<file path="config.mk">
export PLATFORM = sky130hd
export DESIGN_NAME = affine_iter_ctrl
export DESIGN_NICKNAME = d
export VERILOG_FILES = /design/src/rtl/affine_iter_ctrl_pkg.sv /design/src/rtl/affine_iter_ctrl.sv
export SDC_FILE = /design/constraint.sdc
export NUM_CORES = 1
export LEC_CHECK = 0
export CAP_MARGIN = 10
export CORE_MARGIN = 5
export CORE_UTILIZATION = 38
export DETAILED_ROUTE_END_ITERATION = 10
export GPL_TIMING_DRIVEN = 0
export PLACE_DENSITY = 0.87
export SLEW_MARGIN = 20
export SYNTH_ARGS = -nofsm -noshare
export SYNTH_HDL_FRONTEND = slang
export SYNTH_SLANG_ARGS = --single-unit
</file>
<file path="constraint.sdc">
create_clock -name clk -period 2 [get_ports clk]
set_input_delay 0.4 -clock clk [delete_from_list [all_inputs] [get_ports clk]]
set_output_delay 0.4 -clock clk [all_outputs]
set_load 0.05 [all_outputs]
</file>
<file path="src/rtl/affine_iter_ctrl_pkg.sv">
// Shared definitions for the affine iteration controller and its benches:
// FSM state encoding, default word width and a few IEEE-754 constants.
package affine_iter_ctrl_pkg;

    // Controller FSM states
    typedef enum logic [1:0] {
        ST_IDLE  = 2'd0,
        ST_ISSUE = 2'd1,
        ST_WAIT  = 2'd2,
        ST_EMIT  = 2'd3
    } ctrl_state_t;

    // Default width of one single-precision state element
    localparam int PRECISION_DEFAULT = 32;

    // Single-precision constants handy for seeding sequences
    localparam logic [31:0] FP32_ONE   = 32'h3f80_0000;
    localparam logic [31:0] FP32_TWO   = 32'h4000_0000;
    localparam logic [31:0] FP32_THREE = 32'h4040_0000;

endpackage

</file>
<file path="src/rtl/affine_iter_ctrl.sv">
// Iteration controller for an external affine_transform datapath.
// Repeatedly feeds the current 3-element state to the datapath, captures each
// result as the new state and streams it out with a valid/ready handshake.
// State words are passed through untouched; no arithmetic is done on them.
module affine_iter_ctrl
    import affine_iter_ctrl_pkg::*;
#(
    parameter int PRECISION = PRECISION_DEFAULT,
    parameter int CNT_W     = 16,
    parameter int TIMEOUT   = 64
) (
    input  logic                 clk,
    input  logic                 reset_n,

    input  logic                 start,
    input  logic [CNT_W-1:0]     iter_count,
    input  logic [PRECISION-1:0] seed0,
    input  logic [PRECISION-1:0] seed1,
    input  logic [PRECISION-1:0] seed2,
    output logic                 busy,
    output logic                 done,
    output logic                 error,

    output logic                 dp_tvalid,
    output logic [PRECISION-1:0] dp_x0,
    output logic [PRECISION-1:0] dp_x1,
    output logic [PRECISION-1:0] dp_x2,
    input  logic                 dp_valid,
    input  logic [PRECISION-1:0] dp_x_next0,
    input  logic [PRECISION-1:0] dp_x_next1,
    input  logic [PRECISION-1:0] dp_x_next2,

    output logic                 out_valid,
    input  logic                 out_ready,
    output logic [PRECISION-1:0] out_x0,
    output logic [PRECISION-1:0] out_x1,
    output logic [PRECISION-1:0] out_x2,
    output logic                 out_last
);

    // Wide enough to hold TIMEOUT-1 even for TIMEOUT=1
    localparam int             TO_W    = $clog2(TIMEOUT + 1);
    localparam logic [TO_W-1:0] TO_LAST = TO_W'(TIMEOUT - 1);

    ctrl_state_t           state_reg;
    logic [PRECISION-1:0]  x0_reg;
    logic [PRECISION-1:0]  x1_reg;
    logic [PRECISION-1:0]  x2_reg;
    logic [CNT_W-1:0]      cnt_reg;
    logic [TO_W-1:0]       timeout_reg;

    // The datapath always sees the state register; it only changes on a
    // WAIT exit, so it is stable for the whole ISSUE/WAIT window.
    assign dp_x0 = x0_reg;
    assign dp_x1 = x1_reg;
    assign dp_x2 = x2_reg;

    // Sequencing FSM with all outputs registered
    always_ff @(posedge clk) begin
        if (!reset_n) begin
            state_reg   <= ST_IDLE;
            x0_reg      <= '0;
            x1_reg      <= '0;
            x2_reg      <= '0;
            cnt_reg     <= '0;
            timeout_reg <= '0;
            busy        <= 1'b0;
            done        <= 1'b0;
            error       <= 1'b0;
            dp_tvalid   <= 1'b0;
            out_valid   <= 1'b0;
            out_last    <= 1'b0;
            out_x0      <= '0;
            out_x1      <= '0;
            out_x2      <= '0;
        end else begin
            // Strobes default low; they are single-cycle by construction
            done      <= 1'b0;
            dp_tvalid <= 1'b0;

            case (state_reg)
                ST_IDLE: begin
                    if (start) begin
                        x0_reg  <= seed0;
                        x1_reg  <= seed1;
                        x2_reg  <= seed2;
                        cnt_reg <= iter_count;
                        error   <= 1'b0;
                        if (iter_count != '0) begin
                            state_reg <= ST_ISSUE;
                            busy      <= 1'b1;
                            dp_tvalid <= 1'b1;
                        end else begin
                            // Empty sequence completes immediately
                            done <= 1'b1;
                        end
                    end
                end

                ST_ISSUE: begin
                    // dp_tvalid was raised on entry and drops now
                    state_reg   <= ST_WAIT;
                    timeout_reg <= '0;
                end

                ST_WAIT: begin
                    if (dp_valid) begin
                        x0_reg    <= dp_x_next0;
                        x1_reg    <= dp_x_next1;
                        x2_reg    <= dp_x_next2;
                        out_x0    <= dp_x_next0;
                        out_x1    <= dp_x_next1;
                        out_x2    <= dp_x_next2;
                        out_valid <= 1'b1;
                        // The result that consumes the last iteration is final
                        out_last  <= (cnt_reg == CNT_W'(1));
                        if (cnt_reg != '0) begin
                            cnt_reg <= cnt_reg - CNT_W'(1);
                        end
                        state_reg <= ST_EMIT;
                    end else if (timeout_reg == TO_LAST) begin
                        // Datapath never answered: abandon the sequence
                        error     <= 1'b1;
                        busy      <= 1'b0;
                        state_reg <= ST_IDLE;
                    end else begin
                        timeout_reg <= timeout_reg + TO_W'(1);
                    end
                end

                ST_EMIT: begin
                    if (out_ready) begin
                        out_valid <= 1'b0;
                        out_last  <= 1'b0;
                        if (cnt_reg != '0) begin
                            state_reg <= ST_ISSUE;
                            dp_tvalid <= 1'b1;
                        end else begin
                            state_reg <= ST_IDLE;
                            busy      <= 1'b0;
                            done      <= 1'b1;
                        end
                    end
                end

                default: begin
                    state_reg <= ST_IDLE;
                    busy      <= 1'b0;
                    out_valid <= 1'b0;
                    out_last  <= 1'b0;
                end
            endcase
        end
    end

endmodule
</file>
# [Yosys cells after proc, flatten, opt, wreduce, memory -nomap -nowiden]
# Index checks and enable logic that the tools add are counted.
[totals] mem_bits_ro=0 memories=0 input_bits=213 wordCells=96 ff_bits=223 latch_bits=0 ramBits=0 out_inout_bits=198
[classes] mul=0 addsub=2 n_bitwise=0 n_reduce_logical=15 eq_ne=15 shifts=0 order_cmp=0 div_mod_pow=0 mux=49
[ops] op="2-to-1 mux 32 bit" count=6
[ops] op="case mux 32 bit (2 select lines)" count=3
[ops] op="2-to-1 mux 16 bit" count=3
[ops] op="case mux 16 bit (2 select lines)" count=1
[ops] op="nonzero test 16 bit" count=2
[ops] op="2-to-1 mux 1 bit" count=21
[ops] op="!= test 2 bit, second input constant" count=9
[ops] op="== test 16 x 1 -> 1 bit, second input constant" count=1
[ops] op="subtractor 16 x 1 -> 16 bit, second input constant" count=1
[ops] op="2-to-1 mux 7 bit" count=2
[ops] op="case mux 7 bit (2 select lines)" count=1
[ops] op="AND reduction 4 bit" count=3
[ops] op="2-to-1 mux 2 bit" count=5
[ops] op="case mux 1 bit (2 select lines)" count=5
[ops] op="AND reduction 3 bit" count=3
[ops] op="case mux 2 bit (4 select lines)" count=1
[ops] op="adder 7 x 1 -> 7 bit, second input constant" count=1
[ops] op="== test 7 x 6 -> 1 bit, second input constant" count=1
[ops] op="AND reduction 7 bit" count=1
[ops] op="nonzero test 2 bit" count=3
[ops] op="== test 2 bit, second input constant" count=2
[ops] op="!= test 3 bit, second input constant" count=1
[ops] op="case mux 1 bit (3 select lines)" count=1
[ops] op="nonzero test 3 bit" count=1
[ops] op="other kinds (3)" count=3

# [Longest topological paths before layout]
# Gate-level depths: netlist (run 1).
[depth] depth_word=4 mapped_depth=9 ltp_nobuf=7

# [Worst setup path after synthesis (run 1)]
# No wires, ideal clock.
[synth_path] path_type="reg2reg" startpoint="register state_reg[0]" endpoint="register x0_reg[0] (netlist: dp_x0[0])" path_stages_with_launch=9 period_less_slack_ps=2178 setup_ps=137 path_buffers=3 required_ps=1863 slack_ps=-178 arrival_time_ps=2041 path_cell_list="dfxtp_1 inv_1 ha_1 clkbuf_1 inv_1 a211oi_2 clkbuf_1 buf_1 a211oi_1"
[synth_between] elab_chain_cells=3 word_cells_on_any_way=7 classes_between="eq/ne: 3; mux: 1; reduce/logical: 3"
[synth_rtl] item="start: declaration" line="affine_iter_ctrl.sv:45" source="ctrl_state_t state_reg;"
[synth_rtl] item="start signal: assignment" line="affine_iter_ctrl.sv:61" source="state_reg <= ST_IDLE;"
[synth_rtl] item="start signal: assignment" line="affine_iter_ctrl.sv:90" source="state_reg <= ST_ISSUE;"
[synth_rtl] item="start signal: assignment" line="affine_iter_ctrl.sv:102" source="state_reg <= ST_WAIT;"
[synth_rtl] item="== test 2 bit or zero test 2 bit (tied branches)" line="affine_iter_ctrl.sv:81" source="case (state_reg)"
[synth_rtl] item="!= test 2 bit (no source line) or nonzero test 2 bit (tied branches)"
[synth_rtl] item="AND reduction 3 bit (no source line)"
[synth_rtl] item="end signal: assignment" line="affine_iter_ctrl.sv:108" source="x0_reg <= dp_x_next0;"
[synth_rtl] item="end: declaration" line="affine_iter_ctrl.sv:46" source="logic [PRECISION-1:0] x0_reg;"
# Parallel ways exist; a longest one is shown, timed or not.
# A chain may end at the register's enable or synchronous reset.

# [Worst setup path in the final report (run 1)]
[layout_path] startpoint="register cnt_reg[8]" endpoint="register busy"
[layout_between] elab_chain_cells=3
[layout_rtl] item="start: declaration" line="affine_iter_ctrl.sv:49" source="logic [CNT_W-1:0] cnt_reg;"
[layout_rtl] item="start signal: assignment" line="affine_iter_ctrl.sv:87" source="cnt_reg <= iter_count;"
[layout_rtl] item="start signal: assignment" line="affine_iter_ctrl.sv:118" source="cnt_reg <= cnt_reg - CNT_W'(1);"
[layout_rtl] item="nonzero test 16 bit" line="affine_iter_ctrl.sv:135" source="if (cnt_reg != '0) begin"
[layout_rtl] item="!= test 2 bit (no source line)"
[layout_rtl] item="AND reduction 7 bit (no source line)"
[layout_rtl] item="end signal: assignment" line="affine_iter_ctrl.sv:124" source="busy <= 1'b0;"
[layout_rtl] item="end signal: assignment" line="affine_iter_ctrl.sv:140" source="busy <= 1'b0;"
[layout_rtl] item="end signal: assignment" line="affine_iter_ctrl.sv:148" source="busy <= 1'b0;"
[layout_rtl] item="end: declaration" line="affine_iter_ctrl.sv:20" source="output logic busy,"
# No other way between the ends.

==> out/metrics.yaml, run 1 <==
outcome: "complete, but fails checks"
violations: "setup timing"
path_buf_inv: 0
cts-root-buf: "clkbuf_16"
whs_ns: 0.450
crit_slowest_cell: "or4_4"
crit_cells: 5
hold_path.class: "flop to flop"
grt_antenna_before_repair: 2
firstDrtPassIters: 6
yosysSeqAreaShare_pct: 48.0
rows: 57
fin_ws_ns: -0.275
die_w_um: 166
core-area_um2: 24200
cp-end-kind: "flop"
p_per_area_nw_per_um2: 1410
grt_pass1_wl_um: 59600
ant_nets: 0
io_pins: 411
io_buffers: 410
finalNetCount: 1761
arrival_ns: 2.64
grt_max_degree: 14
cts.sinks: 223
synthesis.nets: 1304
place_area_um2: 13800
synth_area_per_cell_um2: 8.60
mostFrequentLayoutCell: "dfxtp_1"
layout_common_cells: "dfxtp_1, nand2_1, clkdlybuf4s50_1"
critPathRequiredTime_ns: 2.37
insertion_delay_ns: 0.51
initial_core_util_pct: 38.5
vias: 10400
overflow: 0
gp_congestion: 0.967
drcViolationCount: 0
die_h_um: 166
crit_chain: "or4_4 > or4_4 > a21o_4 > o311ai_4 > o41ai_2"
path_clk_slew_ns: 0.06
grt_pass1_vias: 10300
peakVddDrop_mv: 0.758
max_freq_mhz: 440
critPathMostFrequentCell: "or4_4"
totalNegativeSetupSlack_ns: -2.45
synth_ff_type: "dfxtp_1"
cts_max_path_buffers: 3
routedWlPerCell_um: 21.2
critPathLaunchType: "flop"
async_flop_share_pct: 0
h-tree-depth: 1
synth_edf_count: 0
grt.total_usage_pct: 26.5
totalWireLength_um: 39900
cp_top_family: "simple AND/OR/NAND/NOR gates"
syn_area_um2: 9300
hold_depth: 2
cpPeakStageDelay_ns: 0.58
hold_viol_final: 0
syn_inst: 1082
fin_crit_sh_pct: 114
rsz0062_at_grt: "yes"
cap_viol_max_count: 0
dpl.cell_count: 1816
drtIter0Drc: 982
hpwl_um: 29100
synthToLayoutAreaGrowth_pct: 62.6
path_class: "flop to flop"
final_max_slew_viol_count: 0
die_area_um2: 27700
setup_viol: 19
stdcell_area_um2: 15100
yosys_warnings: 0
rr_worst_depth: 5
vias_per_cell: 5.54
cts_made_buffers: 24
fin_worst_skew_ns: 0.0117
ys_ff_latch: 223
period_needed_ns: 2.28
timing.slew.headroom_pct: 51.2
critPathMaxFanout: 3
tightest_slew_ns: 0.729
layout-drive-gt1-share_pct: 11.5
synth_cell_types: 49
cts_tree: "yes"
instances_no_fill: 1881
leakage_nw: 6.15
==> logic make-up after synthesis <==
group	after synthesis	synth area share, %
xor+xnor	4	0.377
compound gates	260	18.1
flops	223	48.0
buf+inv	90	3.73
fa+ha+maj	9	1.21
simple gates	395	17.7
mux	101	10.9
==> metal layers <==
metal / wire length, um / track usage, % / part of all wire (%)
met1: 15300 / 31.1 / 38
met2: 19000 / 45.5 / 47
met3: 3570 / 7.18 / 8.9
met4: 2110 / 11.9 / 5.3
met5: 11 / 0 / 0.028
==> Yosys cell counts, types with 4 or more instances <==
library cell,number,area [um2]
clkbuf_1,67,251
xnor2_1,4,35.0
nand2_1,217,815
a21oi_1,114,571
nor2_1,115,432
and3_1,4,25.0
ha_1,9,113
dfxtp_1,223,4460
nand3_1,10,50.1
a211oi_1,100,751
mux2i_1,101,1010
o21ai_0,4,20.0
o211ai_1,7,52.6
o22ai_1,4,25.0
nor3_1,13,65.1
buf_1,9,33.8
a31oi_1,4,25.0
nand3b_1,4,30.0
inv_1,7,26.3
nor4_1,10,62.6
buf_2,7,35.0
==> power breakdown <==
part	total (mW)	internal (mW)	switching [mW]
combinational	10.7	3.53	7.19
clock	4.47	2.64	1.82
sequential	6.12	5.47	0.652
==> final timing paths <==
| path | end | from | slack [ns] |
|---|---|---|---|
| hold reg to reg | out_x2[25]$_SDFFE_PN0P_ | out_x2[25]$_SDFFE_PN0P_ | 0.45 |
| hold / removal | out_x2[25]$_SDFFE_PN0P_ | out_x2[25]$_SDFFE_PN0P_ | 0.45 |
| setup reg to reg | busy$_SDFFE_PN0P_ | cnt_reg[8]$_SDFFE_PN0P_ | -0.28 |
| setup / recovery | busy$_SDFFE_PN0P_ | cnt_reg[8]$_SDFFE_PN0P_ | -0.28 |
==> area by class of cell <==
| cell class | count | area, um2 |
|---|---|---|
| fillers | 1988 | 9050 |
| multi-input cells | 770 | 4860 |
| flip-flops and latches | 223 | 4480 |
| repair buffers | 433 | 4040 |
| clock buffers | 38 | 734 |
| plain buffers | 80 | 513 |
| well taps | 324 | 405 |
| clock inverters | 5 | 56.3 |
| inverters | 7 | 35.0 |
| diodes | 1 | 2.50 |
==> repair_timing <==
| action | CTS | global route |
|---|---|---|
| resized for setup | 294 | 75 |
| gates cloned | 1 | 0 |
| setup endpoints to repair | 417 | 203 |
| pin swaps | 9 | 20 |
| hold buffers | 0 | 0 |
| buffers inserted | 10 | 13 |
==> worst min-delay path, stage by stage, from the launching register on <==
cell     delay [ns]
dfxtp_1        0.31
nand2_1        0.05
a21oi_1        0.05
==> stage by stage <==
stage | setup slack (ns) | power [mW] | utilization [%]
after CTS | -0.281 | 20.5 | 61.0
after floorplan | -0.0678 | 12.5 | -
after global routing | -0.325 | 22.2 | 62.6
after detailed placement | -1.07 | 16.1 | 57.3
final | -0.275 | 21.3 | 62.6
after global placement | -0.976 | 15.9 | 57.3
Power figures use the tool's default switching activity.
==> run 2, diff against run 1 <==
--- a/config.mk
+++ b/config.mk
@@ -11,6 +11,7 @@
 export DETAILED_ROUTE_END_ITERATION = 10
 export GPL_TIMING_DRIVEN = 0
 export PLACE_DENSITY = 0.87
+export SKIP_CTS_REPAIR_TIMING = 1
 export SLEW_MARGIN = 20
 export SYNTH_ARGS = -nofsm -noshare
 export SYNTH_HDL_FRONTEND = slang
==> run 2 against run 1 <==
Net effect:
- the flow still finishes with violations (setup timing)
- flip-flop and latch count did not move
- first-iteration DRC count decreased by 5.4%
- power up 2.7%
- via count rose by 0.27%
- setup slack worse by 0.025 ns
- global-route usage shrank 0.65 points
- largest cell class is now non-clock buffers
- largest power group unchanged
==> out/metrics.yaml, run 2 (synthesis gave the netlist of run 1 again) <==
outcome: "complete, but fails checks"
violations: "setup timing"
critPathRequiredTime_ns: 2.37  # about the same
core-area_um2: 24200  # unchanged
mostFrequentLayoutCell: "dfxtp_1"
io_pins: 411  # unchanged
drcViolationCount: 0  # unchanged
totalWireLength_um: 40800  # +2.3%
drtIter0Drc: 929  # -5.4%
die_area_um2: 27700  # unchanged
clockPowerShare_pct: 20.5  # -0.5 points
p_per_area_nw_per_um2: 1380  # -2.1%
reg2reg_slack_ns: -0.30  # -0.02 ns
hold_path.class: "flop to flop"
cts.sinks: 223  # unchanged
fin_crit_sh_pct: 115  # +1.2 points
pre_cts_slack_ns: -1.07  # unchanged
critPathMaxFanout: 5  # +2
grt_pass1_vias: 10100  # -2.0%
insertion_delay_ns: 0.51  # about the same
power.internal_mw: 12.2  # +5.0%
multi_input_area_um2: 4840  # -0.39%
gp_congestion: 0.967  # unchanged
comb_power_share_pct: 51.5  # +1.2 points
place_area_um2: 13800  # unchanged
die_w_um: 166  # unchanged
rsz0062_at_grt: "yes"
hold_depth: 2  # unchanged
path_clk_slew_ns: 0.06  # about the same
overflow: 0  # unchanged
period_needed_ns: 2.30  # +0.0246 ns
timing.slew.headroom_pct: 48.7  # -2.5 points
r2r_start: "cnt_reg[0]$_SDFFE_PN0P_"
firstDrtPassIters: 6  # unchanged
setup_viol: 27  # +8
cts_tree: "yes"
fillCellCount: 1781  # -10%
grt_max_degree: 14  # unchanged
path_class: "flop to flop"
vias_per_cell: 5.57  # +0.64%
layout-drive-gt1-share_pct: 10.8  # -0.72 points
die_h_um: 166  # unchanged
layout_common_cells: "dfxtp_1, nand2_1, clkdlybuf4s50_1"
hold_viol_final: 0  # unchanged
ff_latch_area_um2: 4470  # -0.14%
cts_made_buffers: 24  # unchanged
tightest_slew_ns: 0.770  # +0.0404 ns
vias: 10400  # +0.27%
synthToLayoutAreaGrowth_pct: 70.5
max_freq_mhz: 435  # -1.1%
worstHoldStart: "out_x0[21]$_SDFFE_PN0P_"
fin_ws_ns: -0.300  # -0.0246 ns
hpwl_um: 29100  # unchanged
arrival_ns: 2.67  # +0.03 ns
min_to: "out_x0[21]$_SDFFE_PN0P_"
final_max_slew_viol_count: 0  # unchanged
final_core_util_pct: 65.6  # +3.0 points
grt_antenna_before_repair: 2  # unchanged
cp-end-kind: "flop"
crit_start: "cnt_reg[0]$_SDFFE_PN0P_"
power_switching_mw: 9.65  # -0.15%
critPathLaunchType: "flop"
h-tree-depth: 1  # unchanged
r2r_end: "busy$_SDFFE_PN0P_"
peakVddDrop_mv: 0.742  # -2.1%
fin_worst_skew_ns: 0.0101  # -0.00159 ns
rr_worst_depth: 7  # +2
grt.total_usage_pct: 25.9  # -0.65 points
stdcell_area_um2: 15900  # +4.8%
p_sw_share_pct: 44.1  # -1.2 points
rows: 57  # unchanged
io_buffers: 410  # unchanged
cap_viol_max_count: 0  # unchanged
grt_pass1_wl_um: 58100  # -2.5%
routedWlPerCell_um: 21.8  # +2.7%
cts_max_path_buffers: 3  # unchanged
initial_core_util_pct: 38.5  # unchanged
ant_nets: 0  # unchanged
leakage_nw: 8.61  # +40%
p_seq_share_pct: 28.0  # -0.7 points
finalNetCount: 1754  # -0.40%
cts-root-buf: "clkbuf_16"
-- run 2: changes by cell type in the layout (fill, tap and decap cells not counted), moves of 3 or more --
cell and delta:
buf_12 +3, clkbuf_2 -3, buf_2 -4, clkbuf_4 +6, buf_6 +3, dfxtp_1 +3, buf_4 -9, dlygate4sd2_1 -199
dlymetal6s2s_1 +199
-- run 2: critical path, cell delays in order (launching register included) --
cell,delay (ns)
dfxtp_4,0.36
inv_4,0.07
ha_4,0.12
or4b_4,0.49
or4_4,0.49
a21o_4,0.25
o311ai_4,0.25
o41ai_2,0.12
-- run 2: per-layer routing --
metal	vias to the layer above	part of all wire, %	global-route usage (%)
met2	625	48	44.2
li1	4722	-	-
met5	-	0.032	0
met4	2	5.6	12.0
met3	166	8.8	6.83
met1	4928	38	30.4
-- run 2: layout make-up --
cell class,instances,share of cell area [%]
Antenna cell,1,0.0158
Clock inverter,5,0.355
Sequential cell,223,28.2
Buffer,80,3.26
Timing Repair Buffer,426,30.2
Tap cell,324,2.56
Multi-Input combinational cell,770,30.5
Inverter,7,0.237
Clock buffer,38,4.63
-- run 2: metrics by stage --
stage	std cells	power, mW	hold WS, ns	TNS (ns)
after floorplan	1082	12.5	0.465	-0.0678
after global placement	1816	15.9	0.441	-156.69
after detailed placement	1816	16.1	0.446	-172.75
after CTS	1859	20.6	0.446	-175.13
after global routing	1874	22.8	0.451	-5.70
final	1874	21.9	0.451	-2.46
-- run 2: worst max-delay path by stage --
stage          slack (ns)                     end  depth (start not counted)
5_1_grt             -0.33       busy$_SDFFE_PN0P_                          7
3_5_place_dp        -1.07  out_x0[0]$_SDFFE_PN0P_                          7
3_3_place_gp        -0.98  out_x0[2]$_SDFFE_PN0P_                          7
6_report            -0.30       busy$_SDFFE_PN0P_                          7
2_1_floorplan       -0.07       busy$_SDFFE_PN0P_                          7
4_1_cts             -1.06  dp_x0[23]$_SDFFE_PN0P_                          7
-- run 2: power groups by stage --
stage / Clock [mW] / Sequential, mW / Combinational, mW
floorplan: 0 / 9.14 / 3.34
global placement: 0 / 6.11 / 9.75
detailed placement: 0 / 6.17 / 9.92
CTS: 4.54 / 6.09 / 9.97
global route: 4.72 / 6.23 / 11.8
finish: 4.47 / 6.13 / 11.3
